File: src/rtl/hazard_tracker.sv
// Pipeline tag tracker feeding the hazard unit: advances D->X->M destination tags, inserts X bubbles,
// and freezes the front end while a multi-cycle FP op occupies X. Optional counters under HZT_PERF_EN.
module hazard_tracker #(
  parameter int REG_W   = 5,
  parameter int FPU_LAT = 4
) (
  input  logic             clk,
  input  logic             reset,
  input  logic             d_valid,
  input  logic [REG_W-1:0] d_rd,
  input  logic [REG_W-1:0] d_fd,
  input  logic             d_read_mem,
  input  logic             d_fpu_op,
  input  logic             stall_d,
  input  logic             flush,
  output logic [REG_W-1:0] x_rd,
  output logic [REG_W-1:0] m_rd,
  output logic [REG_W-1:0] x_fd,
  output logic [REG_W-1:0] m_fd,
  output logic             x_read_mem,
  output logic             en_if,
  output logic             en_d,
  output logic             bubble_x,
  output logic             fpu_busy
`ifdef HZT_PERF_EN
  ,
  output logic [31:0]      perf_stall_cnt,
  output logic [31:0]      perf_fpu_cnt
`endif
);

  logic [3:0]       fpu_cnt;
  logic [3:0]       fpu_cnt_next;
  logic [REG_W-1:0] x_rd_next;
  logic [REG_W-1:0] x_fd_next;
  logic             x_read_mem_next;
  logic [REG_W-1:0] m_rd_next;
  logic [REG_W-1:0] m_fd_next;
  logic             bubble_x_next;

  always_comb begin
    x_rd_next       = x_rd;
    x_fd_next       = x_fd;
    x_read_mem_next = x_read_mem;
    m_rd_next       = m_rd;
    m_fd_next       = m_fd;
    bubble_x_next   = 1'b0;
    fpu_cnt_next    = fpu_cnt;
    if (fpu_busy) begin
      // X is frozen on the FP op; M sees bubbles until the countdown expires.
      m_rd_next    = '0;
      m_fd_next    = '0;
      fpu_cnt_next = fpu_cnt - 4'd1;
    end else begin
      m_rd_next = x_rd;
      m_fd_next = x_fd;
      if (flush || stall_d) begin
        x_rd_next       = '0;
        x_fd_next       = '0;
        x_read_mem_next = 1'b0;
        bubble_x_next   = 1'b1;
      end else if (d_valid) begin
        x_rd_next       = d_rd;
        x_fd_next       = d_fd;
        x_read_mem_next = d_read_mem;
        if (d_fpu_op && (FPU_LAT > 1)) fpu_cnt_next = 4'(FPU_LAT - 1);
      end else begin
        x_rd_next       = '0;
        x_fd_next       = '0;
        x_read_mem_next = 1'b0;
      end
    end
  end

  always_ff @(posedge clk) begin
    if (reset) begin
      x_rd       <= '0;
      x_fd       <= '0;
      x_read_mem <= 1'b0;
      m_rd       <= '0;
      m_fd       <= '0;
      bubble_x   <= 1'b0;
      fpu_cnt    <= '0;
      fpu_busy   <= 1'b0;
    end else begin
      x_rd       <= x_rd_next;
      x_fd       <= x_fd_next;
      x_read_mem <= x_read_mem_next;
      m_rd       <= m_rd_next;
      m_fd       <= m_fd_next;
      bubble_x   <= bubble_x_next;
      fpu_cnt    <= fpu_cnt_next;
      fpu_busy   <= (fpu_cnt_next != 4'd0);
    end
  end

  // Flush overrides a stall request, so a redirect never holds the front end.
  assign en_if = ~(fpu_busy | (stall_d & ~flush));
  assign en_d  = en_if;

`ifdef HZT_PERF_EN
  logic [1:0]  perf_hit;
  logic [63:0] perf_flat;

  assign perf_hit[0] = stall_d & ~flush & ~fpu_busy;
  assign perf_hit[1] = fpu_busy;

  generate
    for (genvar gi = 0; gi < 2; gi++) begin : g_perf
      logic [31:0] cnt;
      always_ff @(posedge clk) begin
        if (reset) cnt <= '0;
        else if (perf_hit[gi] && (cnt != 32'hFFFF_FFFF)) cnt <= cnt + 32'd1;
      end
      assign perf_flat[gi*32 +: 32] = cnt;
    end
  endgenerate

  assign perf_stall_cnt = perf_flat[31:0];
  assign perf_fpu_cnt   = perf_flat[63:32];
`endif

endmodule
File: config.mk
export PLATFORM = sky130hd
export DESIGN_NAME = hazard_tracker
export DESIGN_NICKNAME = d
export VERILOG_FILES = /design/src/rtl/hazard_tracker.sv
export SDC_FILE = /design/constraint.sdc
export NUM_CORES = 1
export LEC_CHECK = 0
export CAP_MARGIN = 20
export CORE_ASPECT_RATIO = 1.5
export CORE_MARGIN = 3
export CORE_UTILIZATION = 35
export CTS_BUF_LIST = sky130_fd_sc_hd__clkbuf_4 sky130_fd_sc_hd__clkbuf_8
export CTS_CLUSTER_SIZE = 30
export DETAILED_ROUTE_END_ITERATION = 16
export PLACE_DENSITY = 0.72
export SYNTH_ARGS = -nofsm -noshare
export SYNTH_HDL_FRONTEND = slang
export SYNTH_SLANG_ARGS = --single-unit
File: constraint.sdc
create_clock -name clk -period 1.4 [get_ports clk]
set_input_delay 0.28 -clock clk [delete_from_list [all_inputs] [get_ports clk]]
set_output_delay 0.28 -clock clk [all_outputs]
set_load 0.005 [all_outputs]
==> flow_summary_export.csv, run 1 <==
group,metric,value,unit
floorplanning,io_pins,42,
cts,clock_path_buffers,2,
sta,worst_pin_slew,370.8,ps
layout,nets,169,
global_route,overflow,0,
floorplanning,fp.dieArea,3387,µm²
detailed_routing,drcViolationCount,0,
synthesis,synth_xor_area_frac,0.009223,
power,vdd_drop_max,1.014,mV
synthesis,synth-async-reset-ratio,0,
sta,max_slew_margin,0.7525,
sta,skew,2.964,ps
detailed_routing,topRoutingLayerUsed,"met4",
synthesis,synth_top_family_by_area,"simple AND/OR/NAND/NOR gates",
layout,layout-drive-gt1-share,0.3333,
detailed_routing,detail_route.wl_per_cell,13.08,µm
worst_setup_path,cp_max_fo,6,
detailed_routing,vias,846,
layout,area.growth.synth_to_final,65.09,%
worst_setup_path,worst-path-buf-inv,1,
floorplanning,core_region_area,2505,µm²
synthesis,syn-cell-area,949.7,µm²
sta,grt_setup_unrepaired,"yes",
placed_design,place_ws,-482.2,ps
worst_setup_path,reg2reg_from,"fpu_busy",
synthesis,yosysUniqueCellTypes,25,
worst_setup_path,start_kind,"flip-flop",
synthesis,synthMuxAreaShare,0,
cts,cts.sinks,27,
min_path,min_to,"bubble_x",
synthesis,synth_enable_flop_cells,0,
layout,final_cell_mix,"24 x dlygate4sd2_1, 19 x buf_4, 14 x clkdlybuf4s50_1",
floorplanning,die_w,48.53,µm
worst_setup_path,worstSetupPathType,"flip-flop to flip-flop",
status,status,"finished with violations",
synthesis,synthCells,91,
global_route,antenna_found_initial,0,
worst_setup_path,reg2reg_slack,-5,ps
global_route,grt_pass1_vias,930,
worst_setup_path,cp_cell_sequence,"buf_6 > nor4b_4 > a211o_1 > a21oi_1 > or3_1",
cts,cts_made_buffers,3,
worst_setup_path,critical-path-top-delay-family,"simple AND/OR/NAND/NOR gates",
detailed_routing,wl_met2,1410,µm
cts,cts_tree,"done",
synthesis,synthSimpleGateAreaFrac,0.2042,
min_path,hp-class,"primary input to flip-flop",
detailed_routing,dr.pass1.iters,4,
power,p_per_area,1342,nW/µm²
synthesis,yosys.area_share.adder,0.01318,
sta,finalCritPeriodShare,1.004,
placed_design,io_buffers,41,
floorplanning,row_count,22,
detailed_routing,met1Wirelength,897,µm
detailed_routing,initialDrtViolationCount,20,
min_path,hold_start,"flush",
worst_setup_path,arrival,1620,ps
synthesis,synth_compound_area_frac,0.1542,
synthesis,ys_ff_latch,27,
synthesis,syn_area_per_cell,10.44,µm²
synthesis,yosysWarnings,0,
detailed_routing,ant_nets,0,
sta,setup_violations,1,
status,violations,"setup timing",
floorplanning,start_util,0.3791,
cts,root_buffer,"clkbuf_4",
floorplanning,fp.dieH,69.80,µm
cts,clk_latency,320,ps
cts,cts-htree-levels,1,
global_route,grt_max_degree,17,
cts,path_clk_slew,140,ps
sta,slew_viol_final,0,
worst_setup_path,crit_required,1620,ps
placed_design,gp_routability_congestion,0.7657,
worst_setup_path,reg2regPathDepth,5,
sta,layout_setup_ws,-5.092,ps
placed_design,dp_hpwl,1761,µm
worst_setup_path,r2r_end,"fpu_busy",
run,drv_cap,0,
synthesis,syn_nets,109,
worst_setup_path,cp_slowest_stage_delay,370,ps
placed_design,place_area,1448,µm²
sta,hold_viol_final,0,
detailed_routing,vias_per_cell,4.548,
min_path,whs_path_depth,3,
detailed_routing,route.met3.wl,96,µm
global_route,grt_first_pass_wirelength,4105,µm
power,leakage,0.7503,nW
detailed_routing,wl,2432,µm
layout,design_area,1568,µm²
global_route,grt_usage,0.1555,
synthesis,ys.flop_type,"dfxtp_1",
worst_setup_path,worstSetupEndpointType,"flip-flop",
sta,timing.fmax,711.7,MHz
synthesis,ys_seq_area_frac,0.5692,
worst_setup_path,slowest_stage,"dfxtp_4",
layout,final_common_cell,"dlygate4sd2_1",
sta,fin_crit,1405,ps
layout,diodes,0,
## worst reg2reg max path, cell delays in order, from the launching register on
cell and delay [ps]:
dfxtp_4 370, buf_6 130, nor4b_4 230, a211o_1 160, a21oi_1 70, or3_1 350
## state kept, by name, indices dropped and copies added (netlist names)
name and count:
m_fd 5, m_rd 5, fpu_busy 1, bubble_x 1, x_fd 5, fpu_cnt 4, x_read_mem 1, x_rd 5
## layout make-up
cell class | count | area, µm²
clock buffer | 3 | 22.52
tap | 36 | 45.04
inverter | 4 | 15.01
multi-input combinational | 53 | 382.9
fill | 211 | 937.1
timing repair buffer | 62 | 530.5
clock inverter | 1 | 7.507
sequential | 27 | 564.3
## through the flow
stage | util | setup TNS, ps | instances | power, mW | hold slack (ps)
global route | 0.6259 | -51.14 | 186 | 2.221 | 457.0
floorplan | - | 0 | 91 | 1.314 | 390.2
finish | 0.6259 | -5.092 | 186 | 2.104 | 421.9
CTS | 0.6254 | -30.97 | 186 | 2.108 | 416.2
detailed placement | 0.5779 | -6196 | 171 | 1.673 | 468.6
global placement | 0.5779 | -5327 | 171 | 1.653 | 467.8
## report_power, final
part / total, mW / switching, mW / internal, mW
Sequential: 0.941 / 0.0629 / 0.879
Combinational: 0.829 / 0.379 / 0.449
Clock: 0.334 / 0.225 / 0.109
## logic make-up after synthesis
logic type | Yosys count
adder cells (fa/ha/maj) | 1
flip-flops | 27
AO/OA/AOI/OAI | 20
AND/OR/NAND/NOR | 31
buffers and inverters | 11
XOR/XNOR | 1
## worst max path at each step
stage | startpoint | endpoint | slack (ps) | cells after the start
floorplan | fpu_cnt[0] | fpu_busy | 30 | 6
global placement | flush | fpu_busy | -410 | 6
detailed placement | flush | fpu_busy | -480 | 6
CTS | fpu_busy | fpu_busy | -30 | 3
global route | fpu_busy | fpu_busy | -50 | 5
finish | fpu_busy | fpu_busy | -5 | 5
## synth_stat cells, types with 2 or more instances
| cell | n | share of area |
|---|---|---|
| a22oi_1 | 11 | 0.087 |
| nor2_1 | 13 | 0.051 |
| inv_1 | 4 | 0.016 |
| and2_1 | 10 | 0.066 |
| a21oi_1 | 3 | 0.016 |
| buf_2 | 2 | 0.011 |
| clkbuf_1 | 3 | 0.012 |
| a211oi_1 | 2 | 0.016 |
| dfxtp_1 | 27 | 0.57 |
## per-layer routing
metal | GRT usage | up-vias
li1 | - | 428
met1 | 0.1518 | 389
met2 | 0.3113 | 27
met3 | 0.02366 | 2
met4 | 0.06646 | 0
met5 | 0 | -
## repair_timing
action	CTS	global route
resized for setup	56	2
hold buffers	0	0
setup buffers	11	0
setup endpoints to repair	26	2
pin swaps	5	0
(Power assumes the default switching activity.)
==> run 2, diff against run 1 <==
CTS_CLUSTER_SIZE = 10   (was 30)
==> results of run 2 <==
Final layout, timing and power as in run 1 (identical DEF).
==> run 3, diff against run 2 <==
MAX_ROUTING_LAYER = met4   (was not set)
==> flow_summary_export.csv, run 3 (synthesis results as in run 1) <==
group,metric,value,unit
status,status,"finished with violations",
status,violations,"setup timing",
cts,path_clk_slew,140,ps
floorplanning,fp.dieH,69.80,µm
layout,seq_area,564.3,µm²
floorplanning,fp.dieArea,3387,µm²
worst_setup_path,cp_cell_sequence,"buf_6 > nor4b_4 > a211o_1 > a21oi_1 > or3_1",
cts,cts_made_buffers,3,
global_route,overflow,0,
global_route,antenna_found_initial,0,
sta,hold_viol_final,0,
detailed_routing,vias_per_cell,4.575,
floorplanning,core_region_area,2505,µm²
min_path,hp-class,"primary input to flip-flop",
cts,root_buffer,"clkbuf_4",
worst_setup_path,cp_slowest_stage_delay,370,ps
worst_setup_path,slowest_stage,"dfxtp_4",
sta,skew,3.469,ps
detailed_routing,vias,851,
worst_setup_path,reg2reg_from,"fpu_busy",
placed_design,io_buffers,41,
worst_setup_path,cp_max_fo,6,
layout,fill_cells,211,
layout,nets,169,
global_route,grt_pass1_vias,929,
floorplanning,die_w,48.53,µm
placed_design,dp_hpwl,1761,µm
worst_setup_path,reg2reg_slack,-5,ps
layout,final_common_cell,"dlygate4sd2_1",
power,report.power.total,2.106,mW
layout,final_cells,186,
sta,whs,422.5,ps
sta,setup_violations,1,
cts,cts.sinks,27,
cts,cts-htree-levels,1,
placed_design,dp_cells,171,
global_route,grt_first_pass_wirelength,4112,µm
detailed_routing,drcViolationCount,0,
cts,clock_path_buffers,2,
worst_setup_path,arrival,1620,ps
detailed_routing,detail_route.wl_per_cell,13.16,µm
worst_setup_path,worstSetupPathType,"flip-flop to flip-flop",
floorplanning,io_pins,42,
min_path,hold_start,"flush",
placed_design,gp_routability_congestion,0.7758,
floorplanning,start_util,0.3791,
layout,diodes,0,
layout,final_cell_mix,"24 x dlygate4sd2_1, 19 x buf_4, 14 x clkdlybuf4s50_1",
sta,worst_pin_slew,371.0,ps
layout,area.growth.synth_to_final,65.09,%
cts,cts_tree,"done",
detailed_routing,ant_nets,0,
worst_setup_path,worstSetupEndpointType,"flip-flop",
floorplanning,row_count,22,
worst_setup_path,start_kind,"flip-flop",
run,drv_cap,0,
worst_setup_path,reg2regPathDepth,5,
min_path,whs_path_depth,3,
min_path,min_to,"bubble_x",
sta,timing.fmax,711.7,MHz
global_route,grt_usage,0.1603,
detailed_routing,wl,2448,µm
cts,clk_latency,320,ps
sta,layout_setup_ws,-5.153,ps
sta,grt_setup_unrepaired,"yes",
sta,slew_viol_final,0,
power,p_per_area,1344,nW/µm²
power,leakage,0.7503,nW
worst_setup_path,r2r_end,"fpu_busy",
sta,max_slew_margin,0.7524,
cts,holdBufCountCts,0,
layout,layout-drive-gt1-share,0.3333,
detailed_routing,dr.pass1.iters,4,
sta,finalCritPeriodShare,1.004,
global_route,grt_max_degree,17,
layout,multiInputGateArea,382.9,µm²
power,vdd_drop_max,1.020,mV
worst_setup_path,crit_required,1620,ps
detailed_routing,initialDrtViolationCount,10,
sta,fin_crit,1405,ps
-- run 3: repair_timing --
item / CTS / global route
setup buffers: 11 / 0
cloned: 0 / 0
endpoints found under the setup margin: 26 / 2
gates resized for setup: 56 / 2
pin swaps: 5 / 0
-- run 3: worst max-delay path by stage --
| stage | start | slack [ps] | cells past startpoint | endpoint |
|---|---|---|---|---|
| detailed placement | flush | -480 | 6 | fpu_busy |
| CTS | fpu_busy | -30 | 3 | fpu_busy |
| finish | fpu_busy | -5 | 5 | fpu_busy |
| global route | fpu_busy | -50 | 5 | fpu_busy |
| global placement | flush | -410 | 6 | fpu_busy |
| floorplan | fpu_cnt[0] | 30 | 6 | fpu_busy |
-- run 3: where the power goes --
group | leakage, nW | internal (mW) | switching (mW) | total [mW]
clock | 0.0139 | 0.109 | 0.225 | 0.334
combinational | 0.510 | 0.449 | 0.381 | 0.830
sequential | 0.226 | 0.879 | 0.0629 | 0.942
total | 0.750 | 1.44 | 0.670 | 2.11
-- run 3: area by class of cell --
class | count | area share
clock buffer | 3 | 0.01437
timing repair buffer | 62 | 0.3384
inverter | 4 | 0.009577
multi-input combinational | 53 | 0.2442
tap | 36 | 0.02873
clock inverter | 1 | 0.004789
sequential | 27 | 0.3599
-- run 3: worst max-delay path: cells and delay by family (launching register included) --
family	cells	cell delay (ps)
flops	1	370
compound gates	2	230
simple gates	2	580
buf+inv	1	130
-- run 3: through the flow --
step | TNS (ps) | instance area [µm²] | utilization | setup slack, ps
after floorplan | 0 | 950.9 | - | 26.49
after global placement | -5327 | 1448 | 0.5779 | -412.0
after detailed placement | -6196 | 1448 | 0.5779 | -482.2
after CTS | -30.97 | 1567 | 0.6254 | -30.12
after global routing | -51.14 | 1568 | 0.6259 | -51.14
final | -5.153 | 1568 | 0.6259 | -5.153
-- run 3: routing by layer --
metal | GRT usage | part of all wire
met2 | 0.3113 | 0.58
met4 | 0.06646 | 0.011
met5 | - | 0
met3 | 0.02366 | 0.039
met1 | 0.1531 | 0.37
